[config.mk]
export PLATFORM = sky130hd
export DESIGN_NAME = effect_unit
export DESIGN_NICKNAME = d
export VERILOG_FILES = /design/src/rtl/effect_unit.sv
export SDC_FILE = /design/constraint.sdc
export NUM_CORES = 1
export LEC_CHECK = 0
export CAP_MARGIN = 20
export CORE_ASPECT_RATIO = 1.2
export CORE_UTILIZATION = 45
export CTS_CLUSTER_SIZE = 20
export DETAILED_ROUTE_END_ITERATION = 8
export HOLD_SLACK_MARGIN = 0.15
export MAX_ROUTING_LAYER = met4
export PLACE_DENSITY = 0.84
export SETUP_SLACK_MARGIN = 0.05
export SYNTH_ARGS = -nofsm -noshare
export SYNTH_HDL_FRONTEND = slang
export SYNTH_SLANG_ARGS = --single-unit
[constraint.sdc]
create_clock -name clock -period 1.6 [get_ports clock]
set_input_delay 0.48 -clock clock [delete_from_list [all_inputs] [get_ports clock]]
set_output_delay 0.48 -clock clock [all_outputs]
set_load 0.02 [all_outputs]
[src/rtl/effect_unit.sv]
// Flags register with a LIFO flag save stack and a registered store decision
// derived from the 3-bit instruction effect code evaluated against held flags.
module effect_unit #(
  parameter  int FLAG_WIDTH  = 5,
  parameter  int STACK_DEPTH = 4,
  localparam int SP_W        = $clog2(STACK_DEPTH + 1)
) (
  input  logic                  clock,
  input  logic                  reset_n,
  input  logic [FLAG_WIDTH-1:0] flags_in,
  input  logic                  flags_we,
  input  logic [2:0]            effect,
  input  logic                  eval_valid,
  output logic                  store,
  output logic                  store_valid,
  output logic [FLAG_WIDTH-1:0] flags_out,
  input  logic                  push,
  input  logic                  pop,
  output logic [SP_W-1:0]       stack_level,
  output logic                  stack_overflow,
  output logic                  stack_underflow,
  input  logic                  err_clear
);

  localparam int              IDX_W = (STACK_DEPTH > 1) ? $clog2(STACK_DEPTH) : 1;
  localparam logic [SP_W-1:0] FULL  = SP_W'(STACK_DEPTH);
  localparam logic [SP_W-1:0] ONE   = SP_W'(1);

  logic [FLAG_WIDTH-1:0] flags_q, flags_d;
  logic                  store_q, store_d;
  logic                  vld_q, vld_d;
  logic [SP_W-1:0]       level_q, level_d;
  logic                  ovf_q, ovf_d;
  logic                  unf_q, unf_d;
  logic [FLAG_WIDTH-1:0] stack_q [2**IDX_W];

  logic            push_only, pop_only, push_ok, pop_ok, ovf_set, unf_set;
  logic [SP_W-1:0] level_m1;
  logic [IDX_W-1:0] wr_idx, rd_idx;

  // Bit map: [0] overflow, [1] carry, [2] zero, [3] negative.
  function automatic logic effect_hit(input logic [2:0] eff,
                                      input logic [FLAG_WIDTH-1:0] f);
    logic v, z, n;
    v = f[0];
    z = f[2];
    n = f[3];
    case (eff)
      3'd0:    effect_hit = z;
      3'd1:    effect_hit = ~z;
      3'd2:    effect_hit = ~z & ~n;
      3'd3:    effect_hit = 1'b1;
      3'd4:    effect_hit = ~n;
      3'd5:    effect_hit = n;
      3'd6:    effect_hit = ~v;
      default: effect_hit = 1'b0;
    endcase
  endfunction

  always_comb begin
    push_only = push & ~pop;
    pop_only  = pop & ~push;
    push_ok   = push_only & (level_q != FULL);
    pop_ok    = pop_only & (level_q != '0);
    ovf_set   = push_only & (level_q == FULL);
    unf_set   = pop_only & (level_q == '0);
    level_m1  = level_q - ONE;
    wr_idx    = level_q[IDX_W-1:0];
    rd_idx    = level_m1[IDX_W-1:0];
  end

  always_comb begin
    flags_d = flags_q;
    level_d = level_q;
    ovf_d   = ovf_q;
    unf_d   = unf_q;
    store_d = 1'b0;
    vld_d   = eval_valid;

    // Evaluation always sees the flags as they stood before this edge.
    if (eval_valid) store_d = effect_hit(effect, flags_q);

    if (pop_ok)        flags_d = stack_q[rd_idx];
    else if (flags_we) flags_d = flags_in;

    if (push_ok)     level_d = level_q + ONE;
    else if (pop_ok) level_d = level_m1;

    // A same-cycle error event takes precedence over the clear.
    if (err_clear) begin
      ovf_d = 1'b0;
      unf_d = 1'b0;
    end
    if (ovf_set) ovf_d = 1'b1;
    if (unf_set) unf_d = 1'b1;
  end

  always_ff @(posedge clock or negedge reset_n) begin
    if (!reset_n) begin
      flags_q <= '0;
      store_q <= 1'b0;
      vld_q   <= 1'b0;
      level_q <= '0;
      ovf_q   <= 1'b0;
      unf_q   <= 1'b0;
    end else begin
      flags_q <= flags_d;
      store_q <= store_d;
      vld_q   <= vld_d;
      level_q <= level_d;
      ovf_q   <= ovf_d;
      unf_q   <= unf_d;
    end
  end

  // Stack storage is plain RAM: no reset, written only on a legal push.
  always_ff @(posedge clock) begin
    if (push_ok) stack_q[wr_idx] <= flags_q;
  end

  assign store           = store_q;
  assign store_valid     = vld_q;
  assign flags_out       = flags_q;
  assign stack_level     = level_q;
  assign stack_overflow  = ovf_q;
  assign stack_underflow = unf_q;

endmodule

==> results.py <==
metrics = {
    "run_status": {
        "outcome": "finished clean",
    },
    "cells_and_area": {
        "nFillCells": 232,
        "diodes": 0,
        "area_delta_synth_final_pct": 34.1,
        "final_util_pct": 65.8,
        "final_cell_area_sq_um": 1900,
        "nNetsFinal": 160,
        "drive_above_1_share_pct": 31.2,
    },
    "yosys": {
        "synth_top_cell_by_area": "edfxtp_1",
        "yosysSeqAreaShare_pct": 63.5,
        "syn_area_sq_um": 1420,
        "syn_inst": 95,
        "synth-async-reset-ratio_pct": 37.5,
        "syn_nets": 115,
        "synth_top_area_share_pct": 42.4,
        "yosys_warnings": 0,
        "synth_flop_cell": "edfxtp_1",
        "netlist-cell-type-count": 28,
        "yosysMostFrequentCell": "edfxtp_1",
        "synth_common_cells": "edfxtp_1 (20), dfrtp_1 (12), nor2_1 (7), a21oi_1 (6), inv_1 (6)",
        "synth-edff-count": 20,
        "synth_seq_cells": 32,
        "yosys-top-cells-area": "edfxtp_1 (42%), dfrtp_1 (21%), mux4_2 (7.9%)",
        "avgSynthCellArea_sq_um": 14.9,
    },
    "run": {
        "max-cap-violations": 0,
    },
    "die": {
        "rows": 21,
        "die_w_microns": 53.2,
        "start_util_pct": 49.0,
        "dieArea_sq_um": 3380,
        "die_y_microns": 63.5,
        "io_pins": 27,
        "core_area_sq_um": 2890,
    },
    "timing": {
        "finalMaxSlewViolations": 0,
        "finalSetupViolCount": 0,
        "post-route-min-period_ns": 1.50,
        "hold_viol": 0,
        "maxSlewHeadroom_pct": 81.1,
        "worstMarginPinSlew_ns": 0.283,
        "hold_slack_ns": 0.434,
        "fin_skew_ns": 0.00904,
        "fin_crit_sh_pct": 93.7,
        "fmax_ghz": 0.667,
        "rsz0062_at_grt": "false",
    },
    "detailed_routing": {
        "vias": 925,
        "post_drt_wl_per_cell_microns": 16.5,
        "ant_nets": 0,
        "first_pass_iters": 4,
        "drtIter0Drc": 25,
        "drc": 0,
        "viasPerCell": 5.29,
        "drt_wl_total_mm": 2.89,
    },
    "power_and_ir_drop": {
        "power_density_nw_per_um2": 1670,
        "vdd_drop_max_uv": 1320,
        "p_leak_nw": 0.766,
    },
    "clock_tree": {
        "path_clk_slew_ns": 0.10,
        "clkSinkCount": 32,
        "cts_tree": "built",
        "cts_max_level": 2,
        "hold_buffers": 0,
        "post_cts_buffers": 0,
        "clockRootBuffer": "clkbuf_4",
        "clock_tree.buffer_depth": 2,
        "clock_latency_ns": 0.34,
        "cts_made_buffers": 5,
    },
    "critical_path": {
        "r2r_slack_ns": 0.13,
        "worst_path_max_delay_cell": "dfrtp_1",
        "cp_cell_sequence": "clkdlybuf4s15_1",
        "critPathBufInv": 1,
        "critPathLaunchType": "register",
        "cp_top_family": "flip-flops",
        "end_kind": "primary output",
        "crit_fanout": 2,
        "critPathMaxStageDelay_ns": 0.39,
        "worstPathRequired_ns": 1.12,
        "worstSetupPathType": "register to primary output",
        "worstPathArrival_ns": 1.02,
    },
    "global_routing": {
        "grt_max_degree": 13,
        "track_usage_pct": 22.5,
        "overflow": 0,
        "grt_pass1_wl_mm": 4.91,
        "antenna_found_initial": 0,
        "grt_pass1_vias": 1014,
    },
    "placement": {
        "place_area_sq_um": 1860,
        "dp_hpwl_mm": 2.15,
        "globalplace.congestion": 0.728,
        "portBuffers": 26,
    },
    "worst_hold_path": {
        "min_path_type": "input pin to asynchronous set/reset pin",
    },
}
[logic make-up (layout without fill, tap and decap cells)]
family                   Yosys count  after routing  share of synthesized area [%]
buffers and inverters              9             55                           3.00
AND/OR/NAND/NOR                   22             22                           9.00
AO/OA/AOI/OAI                     15             15                           7.33
multiplexers                      10             10                           11.5
adder cells (fa/ha/maj)            5              5                           4.41
flip-flops                        32             32                           63.5
XOR/XNOR                           2              2                           1.24
[through the flow]
step / std cells / power (mW) / worst slack [ns] / setup TNS (ns)
2_1_floorplan: 95 / 2.14 / 0.0203 / 0
5_1_grt: 175 / 3.38 / 0.0504 / 0
4_1_cts: 175 / 3.23 / 0.0502 / 0
3_3_place_gp: 167 / 2.63 / -0.175 / -3.54
6_report: 175 / 3.18 / 0.101 / 0
3_5_place_dp: 167 / 2.69 / -0.238 / -4.56
[cell usage in the layout, fill, tap and decap left out, types with 2 or more instances in the layout]
| cell type | count |
|---|---|
| a211o_1 | 2 |
| a21oi_1 | 6 |
| and2_4 | 3 |
| buf_2 | 2 |
| buf_4 | 14 |
| clkbuf_2 | 4 |
| clkbuf_4 | 5 |
| clkdlybuf4s15_1 | 4 |
| clkdlybuf4s50_1 | 14 |
| dfrtp_1 | 11 |
| dlygate4sd2_1 | 2 |
| edfxtp_1 | 20 |
| ha_1 | 4 |
| inv_1 | 4 |
| mux2i_1 | 5 |
| mux4_2 | 5 |
| nand2_1 | 5 |
| nor2_1 | 7 |
| o211ai_1 | 2 |
| xnor2_1 | 2 |
[worst paths after layout]
kind | startpoint | end | cells after the start
worst max-delay path | stack_underflow | stack_underflow | 1
worst min-delay path | reset_n | stack_level[2] | 2
worst max register to register | stack_level[0] | flags_out[0] | 4
worst min register to register | stack_overflow | stack_overflow | 2
max in group asynchronous | reset_n | stack_level[0] | 2
min in group clock | stack_overflow | stack_overflow | 2
[power breakdown]
part	total, mW	internal (mW)	switching (mW)
clock network	0.602	0.327	0.275
logic	1.36	0.672	0.691
registers	1.21	1.11	0.102
[routing by layer]
metal	part of all wire, %	track usage, %	vias up
met2	53	33.9	21
met1	39	25.9	454
met5	0	-	-
met3	4.1	6.76	9
met4	3.4	12.8	0
li1	-	-	441
[registers in the layout (all words and copies together) (netlist names)]
register / count
stack_q: 20
store: 1
store_valid: 1
flags_out: 5
stack_underflow: 1
stack_level: 3
stack_overflow: 1
[timing repair]
item | CTS | global route
gates resized for setup | 20 | 11
pin swaps | 0 | 1
endpoints found under the setup margin | 12 | 13
[final cells by class]
| type | count | area (sq um) | area share [%] |
|---|---|---|---|
| Clock buffer | 6 | 41.3 | 2.17 |
| Clock inverter | 2 | 35.0 | 1.84 |
| Inverter | 6 | 25.0 | 1.32 |
| Multi-Input combinational cell | 54 | 502 | 26.4 |
| Sequential cell | 32 | 902 | 47.5 |
| Tap cell | 34 | 42.5 | 2.24 |
| Timing Repair Buffer | 41 | 353 | 18.6 |
Note: power is estimated with default switching activity, not from simulation.
